<file path="config.mk">
export PLATFORM = sky130hd
export DESIGN_NAME = shift_load_ctrl
export DESIGN_NICKNAME = d
export VERILOG_FILES = /design/src/rtl/shift_load_ctrl_pkg.sv /design/src/rtl/shift_load_ctrl_bit_counter.sv /design/src/rtl/shift_load_ctrl.sv
export SDC_FILE = /design/constraint.sdc
export NUM_CORES = 1
export LEC_CHECK = 0
export ABC_AREA = 1
export CORE_UTILIZATION = 46
export CTS_BUF_LIST = sky130_fd_sc_hd__clkbuf_16
export CTS_CLUSTER_DIAMETER = 120
export CTS_CLUSTER_SIZE = 20
export DETAILED_ROUTE_END_ITERATION = 7
export HOLD_SLACK_MARGIN = 0.03
export PLACE_DENSITY = 0.74
export SLEW_MARGIN = 10
export SYNTH_ARGS = -nofsm -noshare
export SYNTH_HDL_FRONTEND = slang
export SYNTH_SLANG_ARGS = --single-unit
export TNS_END_PERCENT = 20
</file>
<file path="constraint.sdc">
create_clock -name clk -period 1.8 [get_ports clk]
set_clock_uncertainty 0.15 [all_clocks]
set_input_delay 0.18 -clock clk [delete_from_list [all_inputs] [get_ports clk]]
set_output_delay 0.18 -clock clk [all_outputs]
set_load 0.01 [all_outputs]
</file>
<file path="src/rtl/shift_load_ctrl_pkg.sv">
// Shared encodings for the shift-register load/rotate controller.
package shift_load_ctrl_pkg;

  localparam logic [1:0] SEL_HOLD = 2'b00;
  localparam logic [1:0] SEL_ROR1 = 2'b01;
  localparam logic [1:0] SEL_ROR2 = 2'b10;
  localparam logic [1:0] SEL_SHIN = 2'b11;

  typedef enum logic [1:0] {
    IDLE = 2'b00,
    LOAD = 2'b01,
    ROT  = 2'b10,
    DONE = 2'b11
  } state_t;

endpackage

</file>
<file path="src/rtl/shift_load_ctrl_bit_counter.sv">
// Counts LOAD cycles; tc_c flags the last of WIDTH cycles.
module bit_counter #(
  parameter int unsigned WIDTH = 8
) (
  input  logic clk,
  input  logic rst,
  input  logic clr,
  input  logic en,
  output logic tc_c
);

  localparam int unsigned CW = (WIDTH > 1) ? $clog2(WIDTH) : 1;

  logic [CW-1:0] cnt;

  assign tc_c = (cnt == CW'(WIDTH - 1));

  always_ff @(posedge clk or negedge rst) begin
    if (!rst)          cnt <= '0;
    else if (clr)      cnt <= '0;
    else if (en)       cnt <= tc_c ? '0 : cnt + CW'(1);
  end

endmodule

</file>
<file path="src/rtl/shift_load_ctrl.sv">
// Serialises a word LSB-first into a multi-mode shift register, then rotates
// it right by the requested amount using 2-step and 1-step rotates.
module shift_load_ctrl #(
  parameter int unsigned WIDTH = 8,
  parameter int unsigned RW    = 3
) (
  input  logic             clk,
  input  logic             rst,
  input  logic             in_valid,
  output logic             in_ready,
  input  logic [WIDTH-1:0] din,
  input  logic [RW-1:0]    rot,
  output logic [1:0]       sel,
  output logic             Sin,
  output logic             busy,
  output logic             done
);

  import shift_load_ctrl_pkg::*;

  state_t           state, state_d;
  logic [WIDTH-1:0] shadow, shadow_d;
  logic [RW-1:0]    rem, rem_d;
  logic             cnt_clr, cnt_en, tc_c;
  logic [1:0]       sel_d;
  logic             sin_d, busy_d, done_d, ready_d;

  bit_counter #(.WIDTH(WIDTH)) u_bit_counter (
    .clk  (clk),
    .rst  (rst),
    .clr  (cnt_clr),
    .en   (cnt_en),
    .tc_c (tc_c)
  );

  // Next state and datapath; outputs are decoded from the next state so they
  // can be registered without adding a cycle of latency.
  always_comb begin
    state_d  = state;
    shadow_d = shadow;
    rem_d    = rem;
    cnt_clr  = 1'b0;
    cnt_en   = 1'b0;
    sel_d    = SEL_HOLD;
    sin_d    = 1'b0;
    busy_d   = 1'b0;
    done_d   = 1'b0;
    ready_d  = 1'b0;

    case (state)
      IDLE: begin
        if (in_valid) begin
          shadow_d = din;
          rem_d    = RW'(32'(rot) % WIDTH);
          cnt_clr  = 1'b1;
          state_d  = LOAD;
        end
      end
      LOAD: begin
        shadow_d = shadow >> 1;
        cnt_en   = 1'b1;
        if (tc_c) state_d = (rem != '0) ? ROT : DONE;
      end
      ROT: begin
        if (32'(rem) >= 32'd2) rem_d = rem - RW'(2);
        else                   rem_d = '0;
        if (rem_d == '0) state_d = DONE;
      end
      DONE:    state_d = IDLE;
      default: state_d = IDLE;
    endcase

    case (state_d)
      IDLE: ready_d = 1'b1;
      LOAD: begin
        sel_d  = SEL_SHIN;
        sin_d  = shadow_d[0];
        busy_d = 1'b1;
      end
      ROT: begin
        sel_d  = (32'(rem_d) >= 32'd2) ? SEL_ROR2 : SEL_ROR1;
        busy_d = 1'b1;
      end
      DONE:    done_d = 1'b1;
      default: ready_d = 1'b0;
    endcase
  end

  always_ff @(posedge clk or negedge rst) begin
    if (!rst) begin
      state    <= IDLE;
      shadow   <= '0;
      rem      <= '0;
      sel      <= SEL_HOLD;
      Sin      <= 1'b0;
      busy     <= 1'b0;
      done     <= 1'b0;
      in_ready <= 1'b1;
    end else begin
      state    <= state_d;
      shadow   <= shadow_d;
      rem      <= rem_d;
      sel      <= sel_d;
      Sin      <= sin_d;
      busy     <= busy_d;
      done     <= done_d;
      in_ready <= ready_d;
    end
  end

endmodule

</file>
==> impl_metrics.csv <==
group,metric,value,unit
run_status,status,"finished, final reports clean",
timing,fmax,578.7,MHz
grt,grt_max_degree,23,
synth,syn_area,1156,um2
timing,relSlewSlack,0.8038,
floorplan,die_w,52.13,um
synth,synth_edf_count,0,
clock_network,cts_buffer_depth,2,
setup_path,r2r-end,"sel[0]",
setup_path,start_kind,"register",
route,drt-wirelength-per-cell,13.95,um
grt,grt_pass1_vias,1008,
clock_network,htreeDepth,1,
route,dr.pass1.iters,4,
setup_path,critPathMaxFanout,3,
synth,yosysSeqAreaShare,0.4773,
timing,whs,0.1351,ns
route,via_per_inst,5.211,
clock_network,clock-sinks,22,
setup_path,worst_setup_path_end_kind,"register",
synth,synth_warnings,0,
synth,synth_cell_types,29,
setup_path,worst-r2r-setup-slack,0.07,ns
floorplan,rows,17,
route,postRouteAntennaNets,0,
clock_network,cts_tree,"yes",
timing,hold_viol,0,
grt,grt.total_usage,0.2180,
worst_hold_path,hp-class,"primary input to asynchronous set/reset pin",
timing,period_share,0.9600,
setup_path,worstSetupPathType,"register to register",
route,vias,964,
setup_path,worst-endpoint-required,1.79,ns
setup_path,reg2reg_from,"rem[1]",
floorplan,dieArea,2718,um2
setup_path,worst-endpoint-arrival,1.72,ns
setup_path,r2r_cells,9,
power_and_ir_drop,p_leak,0.7674,nW
route,route.detailed.drc,0,
timing,setup_viol,0,
finish,fillers,178,
clock_network,cts_root_buffer,"clkbuf_16",
timing,slew_viol_final,0,
finish,finalNonFillerCells,185,
floorplan,coreArea,2297,um2
grt,grt_first_pass_wirelength,4284,um
power_and_ir_drop,power_density,1813,nW/um2
synth,synth_ff_type,"dfrtp_1",
finish,syn_to_final_growth,39.18,%
finish,diodes,0,
timing,worstMarginPinSlew,0.2943,ns
floorplan,die_h,52.13,um
synth,syn_nets,141,
placement,gp_congestion,0.7831,
power_and_ir_drop,ir_worst_vdd,0.001026,V
floorplan,start_util,0.5033,
synth,synth-seq-cells,22,
synth,synth.avg_cell_area,9.634,um2
clock_network,numCtsBuffers,3,
grt,grt-ovfl-total,0,
route,wl,2581,um
floorplan,ioPinCount,20,
timing,fin_crit,1.728,ns
clock_network,clk_pin_slew,0.06,ns
placement,post-dp-hpwl,1780,um
placement,port_buffers,19,
grt,antenna_found_initial,0,
finish,nNetsFinal,179,
placement,dp.cells,177,
finish,final_cell_mix,"dfrtp_1, nand2_1, clkdlybuf4s50_1",
route,drt_iter0_markers,5,
clock_network,clkLatencyLatePin,0.25,ns
finish,drive_above_1_share,0.3185,
job,maxCapViolations,0,
finish,layout_commonest_cell,"dfrtp_1",
synth,synth_async_sr_flop_share,1.000,
synth,synth_cells,120,
==> power breakdown <==
| part | internal (W) | switching, W |
|---|---|---|
| logic | 0.000714 | 0.000884 |
| registers | 0.000732 | 0.000118 |
| clock network | 0.000296 | 0.000173 |
==> logic make-up after synthesis <==
logic type,Yosys count,share of synthesized area
flops,22,0.4773
fa+ha+maj,7,0.07575
simple gates,44,0.2132
compound gates,21,0.1374
buf+inv,26,0.09632
==> flip-flops by register name (all words and copies together), names as in the netlist <==
signal,flops
Sin,1
rem,3
in_ready,1
sel,2
shadow,8
state,2
busy,1
u_bit_counter.cnt,3
done,1
==> per-stage QoR <==
stage | total power, W | TNS [ns] | area [um2] | utilization | setup slack (ns)
CTS | 0.002835 | 0 | 1577 | 0.6863 | 0.02934
floorplan | 0.001755 | 0 | 1156 | - | 0.009761
detailed placement | 0.002226 | -0.04903 | 1453 | 0.6324 | -0.04694
finish | 0.002917 | 0 | 1609 | 0.7004 | 0.07207
global route | 0.003136 | -0.006247 | 1609 | 0.7004 | -0.005415
global placement | 0.002170 | 0 | 1453 | 0.6324 | 0.02050
==> worst max path at each step <==
| stage | start | endpoint |
|---|---|---|
| after global placement | u_bit_counter.cnt[0] | sel[0] |
| after detailed placement | u_bit_counter.cnt[0] | sel[0] |
| after floorplan | rem[1] | sel[0] |
| after global routing | rem[1] | sel[0] |
| after CTS | rem[1] | sel[0] |
| final | rem[1] | sel[0] |
==> cell type report <==
type / count / area [um2] / area share
clock buffer: 3 / 75.07 / 0.04666
inverter: 24 / 92.59 / 0.05754
sequential: 22 / 551.8 / 0.3429
clock inverter: 1 / 3.754 / 0.002333
tap: 28 / 35.03 / 0.02177
multi-input combinational: 72 / 540.5 / 0.3359
timing repair buffer: 35 / 310.3 / 0.1928
==> synthesized netlist by cell type, types with 3 or more instances <==
cell type	n	area, um2
o21ai_0	3	15.01
dfrtp_1	21	525.5
nand3_2	3	30.03
ha_1	7	87.58
nand2_1	19	71.32
nand2_2	3	18.77
inv_2	4	15.01
nand3_1	11	55.05
o21ai_1	3	15.01
inv_1	19	71.32
o221ai_1	6	52.55
==> metal layers <==
layer,part of all wire,track usage,vias to the layer above
li1,-,-,472
met1,0.44,0.2560,468
met2,0.51,0.3974,21
met3,0.038,0.03216,3
met4,0.015,0.07895,0
met5,0,0,-
==> worst max-delay path: stages, from the launching register on <==
cell and delay [ns]:
dfrtp_1 0.37, inv_2 0.05, ha_1 0.30, inv_2 0.06, nand2_1 0.06, o2111ai_2 0.07, nand3_2 0.13, ha_1 0.19
inv_1 0.16, a21oi_2 0.09
==> repair_timing <==
item / CTS / global route
hold buffers: 0 / 0
resized for setup: 8 / 5
buffers inserted: 3 / 1
pin swaps: 2 / 2
setup endpoints to repair: 3 / 4
Note: power is estimated with default switching activity, not from simulation.
